File: src/rtl/rom_dl_pkg.sv
// Shared types for the ROM download path: region map of the EPROM/PROM image,
// controller states and the address-to-region decode function.
package rom_dl_pkg;

   typedef enum logic [4:0] {
      REG_EP0   = 5'd0,
      REG_EP0B  = 5'd1,
      REG_EP1   = 5'd2,
      REG_EP2   = 5'd3,
      REG_EP3   = 5'd4,
      REG_EP4   = 5'd5,
      REG_DUMMY = 5'd6,
      REG_EP5   = 5'd7,
      REG_EP6   = 5'd8,
      REG_EP7   = 5'd9,
      REG_EP8   = 5'd10,
      REG_EP9   = 5'd11,
      REG_EP10  = 5'd12,
      REG_EP11  = 5'd13,
      REG_EP12  = 5'd14,
      REG_CP1   = 5'd15,
      REG_CP2   = 5'd16,
      REG_CP3   = 5'd17,
      REG_EP13  = 5'd18
   } region_t;

   // Exclusive upper address of each region, ascending.
   localparam logic [31:0] END_EP0   = 32'h0000_4000;
   localparam logic [31:0] END_EP0B  = 32'h0000_8000;
   localparam logic [31:0] END_EP1   = 32'h0001_0000;
   localparam logic [31:0] END_EP2   = 32'h0001_2000;
   localparam logic [31:0] END_EP3   = 32'h0001_4000;
   localparam logic [31:0] END_EP4   = 32'h0001_6000;
   localparam logic [31:0] END_DUMMY = 32'h0001_8000;
   localparam logic [31:0] END_EP5   = 32'h0002_0000;
   localparam logic [31:0] END_EP6   = 32'h0002_8000;
   localparam logic [31:0] END_EP7   = 32'h0003_0000;
   localparam logic [31:0] END_EP8   = 32'h0003_8000;
   localparam logic [31:0] END_EP9   = 32'h0004_0000;
   localparam logic [31:0] END_EP10  = 32'h0004_8000;
   localparam logic [31:0] END_EP11  = 32'h0005_0000;
   localparam logic [31:0] END_EP12  = 32'h0005_8000;
   localparam logic [31:0] END_CP1   = 32'h0005_8100;
   localparam logic [31:0] END_CP2   = 32'h0005_8200;
   localparam logic [31:0] END_CP3   = 32'h0005_8300;

   typedef enum logic [1:0] {
      IDLE   = 2'd0,
      LOAD   = 2'd1,
      SETTLE = 2'd2,
      READY  = 2'd3
   } dl_state_t;

   // Anything past the last PROM lands in ep13 so stray bytes still go somewhere.
   function automatic region_t region_of(input logic [31:0] addr);
      region_t r;
      if      (addr < END_EP0)   r = REG_EP0;
      else if (addr < END_EP0B)  r = REG_EP0B;
      else if (addr < END_EP1)   r = REG_EP1;
      else if (addr < END_EP2)   r = REG_EP2;
      else if (addr < END_EP3)   r = REG_EP3;
      else if (addr < END_EP4)   r = REG_EP4;
      else if (addr < END_DUMMY) r = REG_DUMMY;
      else if (addr < END_EP5)   r = REG_EP5;
      else if (addr < END_EP6)   r = REG_EP6;
      else if (addr < END_EP7)   r = REG_EP7;
      else if (addr < END_EP8)   r = REG_EP8;
      else if (addr < END_EP9)   r = REG_EP9;
      else if (addr < END_EP10)  r = REG_EP10;
      else if (addr < END_EP11)  r = REG_EP11;
      else if (addr < END_EP12)  r = REG_EP12;
      else if (addr < END_CP1)   r = REG_CP1;
      else if (addr < END_CP2)   r = REG_CP2;
      else if (addr < END_CP3)   r = REG_CP3;
      else                       r = REG_EP13;
      return r;
   endfunction

endpackage

File: src/rtl/rom_region_decode.sv
// Combinational byte-address to ROM region index; chip selects are built from
// the registered index downstream. Addresses wider than 32 bits are not decoded.
module rom_region_decode
   import rom_dl_pkg::*;
#(
   parameter int ADDR_W = 25
) (
   input  logic [ADDR_W-1:0] addr,
   output logic [4:0]        region
);

   assign region = region_of(32'(addr));

endmodule

File: src/rtl/rom_download_ctrl.sv
// Forwards the HPS ioctl ROM stream to the ROM RAMs with one cycle of latency,
// holds the core in reset while loading and settling, and checks image length.
module rom_download_ctrl
   import rom_dl_pkg::*;
#(
   parameter int          ADDR_W        = 25,
   parameter int unsigned EXPECTED_LEN  = 'h58300,
   parameter int          SETTLE_CYCLES = 16,
   parameter logic [7:0]  ROM_INDEX     = 8'd0
) (
   input  logic              CLK,
   input  logic              RESET_N,
   input  logic              IOCTL_DOWNLOAD,
   input  logic [7:0]        IOCTL_INDEX,
   input  logic              IOCTL_WR,
   input  logic [ADDR_W-1:0] IOCTL_ADDR,
   input  logic [7:0]        IOCTL_DOUT,
   output logic              DL_WR,
   output logic [ADDR_W-1:0] DL_ADDR,
   output logic [7:0]        DL_DATA,
   output logic [4:0]        DL_REGION,
   output logic              CORE_RESET,
   output logic              ROM_READY,
   output logic              LEN_ERR,
   output logic [ADDR_W-1:0] BYTE_COUNT
);

   localparam int CNT_W = (SETTLE_CYCLES > 1) ? $clog2(SETTLE_CYCLES) : 1;

   dl_state_t         state, state_next;
   logic              dl_active, dl_active_q;
   logic              dl_rise, dl_fall;
   logic              wr_accept;
   logic              settle_done;
   logic [CNT_W-1:0]  settle_cnt;
   logic [4:0]        addr_region;
   logic [ADDR_W:0]   addr_inc;
   logic [ADDR_W-1:0] addr_end;

   rom_region_decode #(.ADDR_W(ADDR_W)) u_region (
      .addr   (IOCTL_ADDR),
      .region (addr_region)
   );

   // dl_active_q resets low, so a download already high at reset release is a rise.
   assign dl_active   = IOCTL_DOWNLOAD & (IOCTL_INDEX == ROM_INDEX);
   assign dl_rise     = dl_active & ~dl_active_q;
   assign dl_fall     = ~dl_active & dl_active_q;
   assign settle_done = (settle_cnt == '0);

   // Top address + 1 saturates instead of wrapping to zero.
   assign addr_inc = {1'b0, IOCTL_ADDR} + {{ADDR_W{1'b0}}, 1'b1};
   assign addr_end = addr_inc[ADDR_W] ? {ADDR_W{1'b1}} : addr_inc[ADDR_W-1:0];

   always_ff @(posedge CLK or negedge RESET_N) begin
      if (!RESET_N) state <= IDLE;
      else          state <= state_next;
   end

   always_comb begin
      state_next = state;
      CORE_RESET = 1'b1;
      ROM_READY  = 1'b0;
      wr_accept  = 1'b0;
      case (state)
         IDLE: begin
            if (dl_rise) state_next = LOAD;
         end
         LOAD: begin
            // The strobe on the falling-edge cycle is still forwarded.
            wr_accept = IOCTL_WR;
            if (dl_fall) state_next = SETTLE;
         end
         SETTLE: begin
            // A fresh download during settling restarts loading rather than being lost.
            if (dl_rise)          state_next = LOAD;
            else if (settle_done) state_next = READY;
         end
         READY: begin
            CORE_RESET = 1'b0;
            ROM_READY  = 1'b1;
            if (dl_rise) state_next = LOAD;
         end
         default: state_next = IDLE;
      endcase
   end

   always_ff @(posedge CLK or negedge RESET_N) begin
      if (!RESET_N) begin
         dl_active_q <= 1'b0;
         DL_WR       <= 1'b0;
         DL_ADDR     <= '0;
         DL_DATA     <= '0;
         DL_REGION   <= '0;
         LEN_ERR     <= 1'b0;
         BYTE_COUNT  <= '0;
         settle_cnt  <= '0;
      end else begin
         dl_active_q <= dl_active;
         DL_WR       <= wr_accept;
         if (wr_accept) begin
            DL_ADDR   <= IOCTL_ADDR;
            DL_DATA   <= IOCTL_DOUT;
            DL_REGION <= addr_region;
         end

         if (state_next == LOAD && state != LOAD) begin
            BYTE_COUNT <= '0;
            LEN_ERR    <= 1'b0;
         end else if (wr_accept && (addr_end > BYTE_COUNT)) begin
            BYTE_COUNT <= addr_end;
         end

         if (state == LOAD && dl_fall)
            settle_cnt <= CNT_W'(SETTLE_CYCLES - 1);
         else if (state == SETTLE && !settle_done)
            settle_cnt <= settle_cnt - CNT_W'(1);

         if (state == SETTLE && state_next == READY)
            LEN_ERR <= (BYTE_COUNT != ADDR_W'(EXPECTED_LEN));
      end
   end

endmodule

File: config.mk
export PLATFORM = sky130hd
export DESIGN_NAME = rom_download_ctrl
export DESIGN_NICKNAME = d
export VERILOG_FILES = /design/src/rtl/rom_dl_pkg.sv /design/src/rtl/rom_region_decode.sv /design/src/rtl/rom_download_ctrl.sv
export SDC_FILE = /design/constraint.sdc
export NUM_CORES = 1
export LEC_CHECK = 0
export BUFFER_PORTS_ARGS = -buffer_cell sky130_fd_sc_hd__buf_2
export CAP_MARGIN = 25
export CORE_MARGIN = 2
export CORE_UTILIZATION = 24
export CTS_CLUSTER_DIAMETER = 40
export DETAILED_ROUTE_END_ITERATION = 7
export PLACE_DENSITY_LB_ADDON = 0.08
export RECOVER_POWER = 50
export SLEW_MARGIN = 20
export SYNTH_ARGS = -nofsm -noshare
export SYNTH_HDL_FRONTEND = slang
export SYNTH_SLANG_ARGS = --single-unit
File: constraint.sdc
create_clock -name CLK -period 3.1 [get_ports CLK]
set_input_delay 0.62 -clock CLK [delete_from_list [all_inputs] [get_ports CLK]]
set_output_delay 0.62 -clock CLK [all_outputs]
set_load 0.005 [all_outputs]
Yosys cells after proc, flatten, opt, wreduce, memory -nomap -nowiden
Cells that the tools add are included.

Register bits after elaboration: 72. Bits of input ports: 45. Output and inout bits: 67. Logic and storage cells: 88.

$add $sub $neg: 2. Magnitude comparators: 19. Eq/ne operators: 7. Multiplexer cells: 33. Bitwise operators: 5. Reductions and logical operators: 13.

Operators with widths (count): < comparator 25 x 19 -> 1 bit, second input constant (7); < comparator 25 x 17 -> 1 bit, second input constant (5); < comparator 25 x 18 -> 1 bit, second input constant (4); two-way mux 5 bit (17); two-way mux 25 bit (3); adder 25 x 1 -> 26 bit, second input constant (1); greater-than comparator 25 bit (1); < comparator 25 x 15 -> 1 bit, second input constant (1); < comparator 25 x 16 -> 1 bit, second input constant (1); != test 25 x 19 -> 1 bit, second input constant (1); two-way mux 2 bit (5); zero test 8 bit (1); two-way mux 4 bit (2); equality test 2 bit, second input constant (3); one-hot mux 2 bit (3 select lines) (1); nonzero test 2 bit (3); logical AND 1 bit (5); two-way mux 1 bit (5); equality test 2 x 1 -> 1 bit, second input constant (2); zero test 4 bit (1); subtractor 4 x 1 -> 4 bit, second input constant (1); bitwise AND 1 bit (3); zero test 2 bit (1); != test 2 x 1 -> 1 bit, second input constant (1); 3 further kinds (4).

Logic depth before layout (Yosys ltp)
Word-level depth: 19. Gate-level depth with buffers: 15. Depth with buffers taken out: 12.

Modules after synthesis
From an unflattened synthesis, not the netlist that was laid out.

Cell total of the unflattened synthesis: 441. Area total of the unflattened synthesis: 4495.6 um^2.

By module, submodules not included: rom_download_ctrl (instances 1, cells an instance 406, area each 4276.6 um^2); rom_region_decode (instances 1, cells an instance 35, area each 219.0 um^2).

Worst setup path before layout
Ideal clock, no wire load.

Path kind: input to register. Start: in IOCTL_ADDR[9]. End: reg BYTE_COUNT[12]. Library setup time: 127 ps. Data arrival time: 3648 ps. Data required time: 2973 ps. Setup slack: -675 ps. Stages on the path: 14. Cell sequence: clkbuf_8 -> and4_4 -> nand4_4 -> nor2_1 -> nand3_1 -> buf_2 -> nand2_1 -> ha_1 -> a211o_1 -> a2111oi_0 -> o311ai_1 -> a21oi_4 -> buf_6 -> mux2_1.

Longest elaborated chain between the ends: 5.

Ends and longest elaborated chain: start: declaration (RTL line rom_download_ctrl.sv:16) `input logic [ADDR_W-1:0] IOCTL_ADDR,`; adder 25 x 1 -> 26 bit * (RTL line rom_download_ctrl.sv:52) `assign addr_inc = {1'b0, IOCTL_ADDR} + {{ADDR_W{1'b0}}, 1'b1};`; two-way mux 25 bit * (RTL line rom_download_ctrl.sv:53) `assign addr_end = addr_inc[ADDR_W] ? {ADDR_W{1'b1}} : addr_inc[ADDR_W-1:0];`; greater-than comparator 25 bit (RTL line rom_download_ctrl.sv:110) `end else if (wr_accept && (addr_end > BYTE_COUNT)) begin`; logical AND 1 bit (RTL line rom_download_ctrl.sv:110); nonzero test 2 bit (no source line); end signal: assignment (RTL line rom_download_ctrl.sv:111) `BYTE_COUNT <= addr_end;`; end: declaration (RTL line rom_download_ctrl.sv:25) `output logic [ADDR_W-1:0] BYTE_COUNT`.

Every way passes the cells marked *; elsewhere a longest branch is shown, timed or not. The select of a mux whose other input is x is not followed. A chain may end at the register's enable or synchronous reset.

Final worst setup path
Start: in IOCTL_ADDR[0]. End: reg BYTE_COUNT[15].

Same word-level chain as after synthesis.

==> run metrics <==
class of the most critical hold timing path=in -> reg; Core Region=18800 um2; initial antenna violation count=0; GPL Wtd Cong=0.823; sequential area share after synthesis=0.389; wire per inst=15.4 um; Tcrit/Tclk final=1.08; Finished Layout Cells=981; asr flop ratio synth=1.00; Post-synth EDFFs=0; dominant synthesized flop cell=dfrtp_1; final hold violation count=0; Skew-Pair Late Insertion Delay=0.34 ns; Via Count=4351; Initial Util=0.246; Layout Utilization=0.352; R2R Path Start=BYTE_COUNT[12]; H-Tree Depth=3; Rel. slew slack=-0.307; Die Footprint=20400 um2; Worst Path Max Fanout=5; RSZ-0062 raised after global routing=yes; Area growth, synth to finish=43.4%; Design Area, Final=6640 um2; drt first pass iters=4; Place WS=-0.776 ns; clk buf depth=2; Crit Path Category=in -> reg; maximum VDD drop=325 uV; #FFs+latches synth=72; largest area contributor in the netlist=dfrtp_1; CTS root buf=clkbuf_16; Slew Viols, Final=73; P per Cell Area=709 nW/um2; global-route usage over all layers=0.155; RR Endpoint=BYTE_COUNT[15]; gr ovfl total=0; final wirelength=15100 um; CTS tree=done; Critical Path Source=IOCTL_ADDR[0]; Vias/cell=4.44; placed cells=952; initial DRC count=170; share of layout cells above drive strength 1=0.358; Max Cap Violations=1; IO Port Bufs=111; top achievable clock speed=0.299 GHz; first-pass GRT wire length=24200 um; Final setup viols=25; Distinct cells, synth=63; net count of the finished layout=791; CTS Buf Count=9; largest net degree at the start of global routing=73; IO Pins=112; worst setup path end=BYTE_COUNT[15]; Final Skew=0.00756 ns; cells on worst reg2reg path=11; R2R Setup Slk=0.53 ns; top cells by area, synth=dfrtp_1, nand2_1, ha_1; Clk pin slew, worst setup/hold paths=0.06 ns; Synth top area share=0.389; most common cell in the synthesized netlist=nand2_1; die extent in y=143 um; syn_area_per_cell=8.73 um2; Arr. time, crit path=3.57 ns; Commonest cells post-synth=nand2_1, dfrtp_1, a21oi_1; post-route antenna net violation count=0; Final WS setup=-0.248 ns; Setup crit end kind=flop; DPL Wire Length=11200 um; ANT cells=0; Synth Net Count=605; CP startpoint kind=primary input; Crit path required time=3.32 ns; failing checks=capacitance limit, slew limit, setup timing; worst slew pin tran=1.96 ns; Static Leak=3.32 nW; minimum clock period=3.35 ns; Yosys Warn Count=0; status=finished, violations left; cell row count=50; drt drc=0; vias in the first global route=4460; worst hold start=IOCTL_DOUT[7]; area post-placement=5990 um2; clk sinks=72; Total Power=0.00471 W; Cell Area, Synth=4630 um2; Horiz. Die Dim=143 um; Mapped Cells=530
report_power, final:
group	internal, W	leakage (nW)	switching, W
logic	0.000968	2.25	0.00115
clock network	0.000604	0.145	0.000417
registers	0.00131	0.927	0.000263
layer usage:
metal / vias up / share of wire / track usage
met4: 0 / 0.013 / 0.0568
met2: 85 / 0.48 / 0.253
li1: 2195 / - / -
met3: 12 / 0.034 / 0.0235
met1: 2059 / 0.48 / 0.207
met5: - / 0 / 0
placed cells by master (no fill, tap or decap), drive strengths merged, types with 5 or more instances in the layout:
| cell | instances |
|---|---|
| xor2 | 11 |
| xnor2 | 8 |
| o21a | 5 |
| and4 | 5 |
| nor4 | 13 |
| buf | 187 |
| inv | 34 |
| o21ai | 8 |
| and3 | 5 |
| dfrtp | 72 |
| clkbuf | 26 |
| nor2 | 18 |
| ha | 30 |
| nand3 | 22 |
| nand2 | 143 |
| nand4 | 8 |
| nor3 | 10 |
| mux2 | 27 |
| a21oi | 40 |
worst max-delay path, cell delays in order:
cell      delay (ns)
buf_8           0.08
and3_4          0.18
nand4_1         0.13
buf_4           0.17
nor4_4          0.32
nand3_1         0.14
mux2_4          0.34
ha_4            0.15
a21o_1          0.14
a21o_1          0.18
a221oi_4        0.28
a211oi_4        0.08
a21oi_4         0.17
buf_6           0.16
buf_16          0.13
mux2_4          0.29
per-stage QoR:
stage	setup TNS, ns	hold WS, ns
after floorplan	-8.66	0.324
after global placement	-18.24	0.453
after detailed placement	-18.75	0.457
after CTS	-5.60	0.449
after global routing	-8.73	0.476
final	-5.00	0.466
flip-flops by register name, summed over array words and instances (netlist names):
register,count
dl_active_q,1
settle_cnt,4
DL_REGION,5
BYTE_COUNT,25
DL_DATA,8
state,2
LEN_ERR,1
DL_ADDR,25
DL_WR,1
what timing repair did:
item	in CTS	in global routing
hold buffers	0	0
gates resized for setup	41	13
endpoints found under the setup margin	25	25
buffers inserted	9	4
cloned	2	0
pin swaps	1	7
worst min-delay path by stage:
| stage | to | slack (ns) | cells past startpoint |
|---|---|---|---|
| 3_3_place_gp | DL_DATA[7] | 0.45 | 2 |
| 6_report | DL_DATA[7] | 0.47 | 3 |
| 5_1_grt | DL_DATA[7] | 0.48 | 3 |
| 2_1_floorplan | BYTE_COUNT[0] | 0.32 | 0 |
| 3_5_place_dp | DL_DATA[7] | 0.46 | 2 |
| 4_1_cts | DL_DATA[7] | 0.45 | 3 |
cells by family after synthesis:
logic type	Yosys count	share of synthesized area
and+or+nand+nor	241	0.247
AOI/OAI and AO/OA	78	0.105
DFF	72	0.389
buffers and inverters	60	0.0692
muxes	30	0.0722
adders and majority gates	30	0.0811
xor gates and xnor gates	19	0.0360
cell type report:
cell class	count	area, um2
Clock buffer	13	270
Clock inverter	3	15.0
Fill cell	2020	12200
Inverter	35	131
Multi-Input combinational cell	398	2770
Sequential cell	72	1800
Tap cell	260	325
Timing Repair Buffer	200	1330
No activity file was read; power rests on OpenSTA's default activity.
